### config.mk
export PLATFORM = sky130hd
export DESIGN_NAME = vend_dispense_ctrl
export DESIGN_NICKNAME = d
export VERILOG_FILES = /design/src/rtl/vend_dispense_ctrl.sv
export SDC_FILE = /design/constraint.sdc
export NUM_CORES = 1
export LEC_CHECK = 0
export ABC_AREA = 1
export BUFFER_PORTS_ARGS = -buffer_cell sky130_fd_sc_hd__buf_2
export CELL_PAD_IN_SITES_DETAIL_PLACEMENT = 1
export CELL_PAD_IN_SITES_GLOBAL_PLACEMENT = 1
export CORE_MARGIN = 8
export CORE_UTILIZATION = 40
export DETAILED_ROUTE_END_ITERATION = 12
export GPL_ROUTABILITY_DRIVEN = 0
export HOLD_SLACK_MARGIN = 0.03
export PLACE_DENSITY = 0.91
export SYNTH_ARGS = -nofsm -noshare
export SYNTH_HDL_FRONTEND = slang
export SYNTH_SLANG_ARGS = --single-unit
export TNS_END_PERCENT = 10
### constraint.sdc
create_clock -name clk -period 4 [get_ports clk]
set_clock_uncertainty 0.1 [all_clocks]
set_input_delay 0.4 -clock clk [delete_from_list [all_inputs] [get_ports clk]]
set_output_delay 0.4 -clock clk [all_outputs]
set_load 0.01 [all_outputs]
### src/rtl/vend_dispense_ctrl.sv
// Dispense sequencer: latches a one-cycle sale result, runs the product motor, then pays change
// one 5c coin at a time over a 4-phase req/ack hopper handshake, with timeout to a sticky fault.
module vend_dispense_ctrl #(
  parameter int MOTOR_CYCLES = 8,
  parameter int ACK_TIMEOUT  = 16
) (
  input  logic       clk,
  input  logic       rst,
  input  logic [1:0] moeda_in,
  output logic [1:0] moeda_out,
  output logic       coin_reject,
  input  logic       sale_d,
  input  logic [1:0] sale_t,
  output logic       motor_on,
  output logic       hopper_req,
  input  logic       hopper_ack,
  output logic       busy,
  output logic       fault,
  input  logic       fault_clr,
  output logic       overrun,
  output logic [2:0] state_dbg
);

  localparam int TMR_MAX = (MOTOR_CYCLES > ACK_TIMEOUT) ? MOTOR_CYCLES : ACK_TIMEOUT;
  localparam int TMR_W   = $clog2(TMR_MAX + 1);
  localparam logic [TMR_W-1:0] MOT_LAST = TMR_W'(MOTOR_CYCLES - 1);
  localparam logic [TMR_W-1:0] TO_LAST  = TMR_W'(ACK_TIMEOUT - 1);

  typedef enum logic [2:0] {
    IDLE    = 3'd0,
    MOTOR   = 3'd1,
    PAY_REQ = 3'd2,
    PAY_REL = 3'd3,
    FAULT   = 3'd4
  } state_t;

  state_t             state, state_nx;
  logic [2:0]         coin_cnt, coin_cnt_nx;
  logic [TMR_W-1:0]   tmr, tmr_nx;
  logic               overrun_nx;
  logic               sale_ev;

  // Change code 11 is 20c, i.e. four 5c coins, not three.
  function automatic logic [2:0] change_coins(input logic [1:0] t);
    case (t)
      2'b01:   change_coins = 3'd1;
      2'b10:   change_coins = 3'd2;
      2'b11:   change_coins = 3'd4;
      default: change_coins = 3'd0;
    endcase
  endfunction

  assign sale_ev = sale_d || (sale_t != 2'b00);

  always_ff @(posedge clk or posedge rst) begin
    if (rst) begin
      state    <= IDLE;
      coin_cnt <= '0;
      tmr      <= '0;
      overrun  <= 1'b0;
    end else begin
      state    <= state_nx;
      coin_cnt <= coin_cnt_nx;
      tmr      <= tmr_nx;
      overrun  <= overrun_nx;
    end
  end

  always_comb begin
    state_nx    = state;
    coin_cnt_nx = coin_cnt;
    case (state)
      IDLE: begin
        if (sale_ev) begin
          coin_cnt_nx = change_coins(sale_t);
          state_nx    = sale_d ? MOTOR : PAY_REQ;
        end
      end
      MOTOR: begin
        if (tmr == MOT_LAST) state_nx = (coin_cnt != 3'd0) ? PAY_REQ : IDLE;
      end
      PAY_REQ: begin
        if (hopper_ack)          state_nx = PAY_REL;
        else if (tmr == TO_LAST) state_nx = FAULT;
      end
      PAY_REL: begin
        if (!hopper_ack) begin
          coin_cnt_nx = coin_cnt - 3'd1;
          state_nx    = (coin_cnt != 3'd1) ? PAY_REQ : IDLE;
        end else if (tmr == TO_LAST) begin
          state_nx = FAULT;
        end
      end
      FAULT: begin
        if (fault_clr) begin
          state_nx    = IDLE;
          coin_cnt_nx = '0;
        end
      end
      default: begin
        state_nx    = IDLE;
        coin_cnt_nx = '0;
      end
    endcase

    // One shared cycle timer: restarts on every state entry, so PAY_REL->PAY_REQ gets a fresh timeout.
    if ((state_nx != state) || (state == IDLE) || (state == FAULT)) tmr_nx = '0;
    else                                                            tmr_nx = tmr + 1'b1;

    // A sale arriving while busy wins over a simultaneous clear.
    if (sale_ev && (state != IDLE)) overrun_nx = 1'b1;
    else if (fault_clr)             overrun_nx = 1'b0;
    else                            overrun_nx = overrun;
  end

  assign busy        = (state != IDLE);
  assign motor_on    = (state == MOTOR);
  assign hopper_req  = (state == PAY_REQ);
  assign fault       = (state == FAULT);
  assign moeda_out   = busy ? 2'b00 : moeda_in;
  assign coin_reject = busy && (moeda_in != 2'b00);
  assign state_dbg   = state;

endmodule
==> results.sh <==
export IMPL_first_global_vias=833
export IMPL_yosysWarningCount=0
export IMPL_crit_arrival_ns=1.37
export IMPL_avgViaCountPerCell=4.948
export IMPL_period_share_pct=46.73
export IMPL_ctsResizeCount=0
export IMPL_initial_core_util_pct=42.79
export IMPL_hold_viol=0
export IMPL_critical_path_cell_chain="nor2_2 -> nand2_2 -> inv_2 -> a21oi_1 -> buf_2"
export IMPL_syn_inst=104
export IMPL_worstHoldPathType="in2async"
export IMPL_finalInstanceArea_um2=1005
export IMPL_area_delta_synth_final_pct=19.67
export IMPL_path_class="reg2out"
export IMPL_yosysUniqueCellTypes=25
export IMPL_antenna_found_initial=0
export IMPL_nFillCells=273
export IMPL_maxSlewViolCount=0
export IMPL_start_kind="flop"
export IMPL_cts_max_level=1
export IMPL_grt_use_total_pct=13.85
export IMPL_cts_buffers=3
export IMPL_cp_slowest_cell="dfrtp_1"
export IMPL_ys_ff_latch=12
export IMPL_dp_slack_ns=2.182
export IMPL_grt_overflow_total=0
export IMPL_clk_pin_slew_ns=0.08
export IMPL_cts_root_buf="clkbuf_4"
export IMPL_cts_sinks=12
export IMPL_final_cell_mix="buf_2, inv_1, nand2_1, nor2_1, dfrtp_1"
export IMPL_ios=20
export IMPL_grt_pass1_wl_um=3788
export IMPL_post_cts_buffers=0
export IMPL_seq_area_frac_synth_pct=35.77
export IMPL_outcome="completed"
export IMPL_chipWidth_um=61.82
export IMPL_fmax_mhz=535.0
export IMPL_tightest_slew_ns=0.4954
export IMPL_hold_buffers=0
export IMPL_place_area_um2=968.4
export IMPL_syn_area_um2=839.6
export IMPL_die_h_um=61.82
export IMPL_coreArea_um2=1962
export IMPL_finalSetupViolCount=0
export IMPL_rows=16
export IMPL_slowest_delay_ns=0.47
export IMPL_drc=0
export IMPL_via_count=762
export IMPL_layout_setup_ws_ns=2.131
export IMPL_max_cap_violations=0
export IMPL_cp_data_required_time_ns=3.50
export IMPL_clk_path_buf_depth=2
export IMPL_worst_path_max_fanout=7
export IMPL_ant_nets=0
export IMPL_syn_nets=118
export IMPL_final_core_utilization_pct=51.21
export IMPL_drt_wl_total_um=2263
export IMPL_hpwl_um=1859
export IMPL_period_needed_ns=1.869
export IMPL_drive_above_1_share_pct=31.50
export IMPL_drtIter0Drc=12
export IMPL_relSlewSlack_pct=66.94
export IMPL_mostFrequentLayoutCell="buf_2"
export IMPL_powerDensity_nw_per_um2=689.1
export IMPL_critPathCaptureType="primary output"
export IMPL_ir_drop_mv=0.3245
export IMPL_die_area_um2=3821
export IMPL_grt_setup_unrepaired="false"
export IMPL_final_nets=142
export IMPL_grt_max_degree=13
export IMPL_total_leakage_power_nw=0.5361
export IMPL_port_buffers=19
export IMPL_antenna_cells=0
export IMPL_cts_tree="yes"
export IMPL_setup_tns_ns=0
export IMPL_drt_first_pass_iters=4
export IMPL_routedWlPerCell_um=14.69
export IMPL_insertion_delay_ns=0.29
export IMPL_syn_area_per_cell_um2=8.073
-- layout make-up --
class	count	area, um2	share of cell area (%)
Multi-Input combinational cell	71	460.4	45.83
Sequential cell	12	300.3	29.89
Timing Repair Buffer	19	95.09	9.465
Inverter	21	78.83	7.846
Clock buffer	4	36.28	3.611
Tap cell	27	33.78	3.362
-- critical path, delay by kind of cell (launching register included) --
family	cells	cell delay [ns]
flip-flops	1	0.47
AND/OR/NAND/NOR	2	0.30
buffers and inverters	2	0.25
AO/OA/AOI/OAI	1	0.05
-- flip-flops by register name (all words and copies together), names as in the netlist --
| name | count |
|---|---|
| tmr | 5 |
| coin_cnt | 3 |
| state_dbg | 3 |
| overrun | 1 |
-- power breakdown --
group	leakage (nW)	switching, mW	internal, mW
clock network	0.0210	0.0468	0.0555
logic	0.364	0.249	0.140
registers	0.151	0.0388	0.162
-- cells by family (layout without fill, tap and decap cells) --
kind of cell | after synthesis | count (layout) | synth area share [%]
simple gates | 51 | 51 | 33.23
buf+inv | 21 | 44 | 9.388
compound gates | 13 | 13 | 12.07
flops | 12 | 12 | 35.77
fa+ha+maj | 5 | 5 | 7.452
xor+xnor | 2 | 2 | 2.087
-- final timing paths --
kind	end	cells past startpoint	from	slack (ns)
setup / recovery	coin_reject	5	state_dbg[0]	2.13
hold / removal	coin_cnt[1]	2	rst	0.02
setup reg to reg	tmr[0]	11	tmr[0]	2.19
hold reg to reg	tmr[0]	1	tmr[0]	0.40
max in group asynchronous	state_dbg[0]	2	rst	3.45
min in group clk	overrun	2	fault_clr	0.22
-- synth_stat cells, drive strengths merged --
| cell | count | area [um2] |
|---|---|---|
| dfrtp | 12 | 300.3 |
| o311ai | 1 | 8.760 |
| nor2 | 17 | 73.82 |
| o21ai | 3 | 26.28 |
| xnor2 | 1 | 8.760 |
| nand2 | 17 | 73.82 |
| nand3b | 1 | 7.510 |
| nand3 | 7 | 50.05 |
| xor2 | 1 | 8.760 |
| a31oi | 1 | 21.27 |
| ha | 5 | 62.56 |
| a21oi | 5 | 25.02 |
| o22ai | 2 | 12.51 |
| nor3 | 6 | 55.05 |
| o211ai | 1 | 7.510 |
| inv | 21 | 78.82 |
| nand4 | 3 | 18.77 |
-- through the flow --
step	hold slack, ns	cells	power, mW
finish	0.01817	154	0.6924
detailed placement	0.3478	150	0.5973
floorplan	0.1647	104	0.4764
global route	0.06553	154	0.7588
CTS	0.03596	154	0.7012
global placement	0.3479	150	0.5696
-- layer usage --
metal  global-route usage [%]  part of all wire (%)  vias up
li1                         -                     -      380
met1                    15.12                    42      364
met2                    24.37                    52       13
met3                    3.292                   4.5        5
met4                    6.818                   1.8        0
met5                        0                     0        -
No activity file was read; power rests on OpenSTA's default activity.
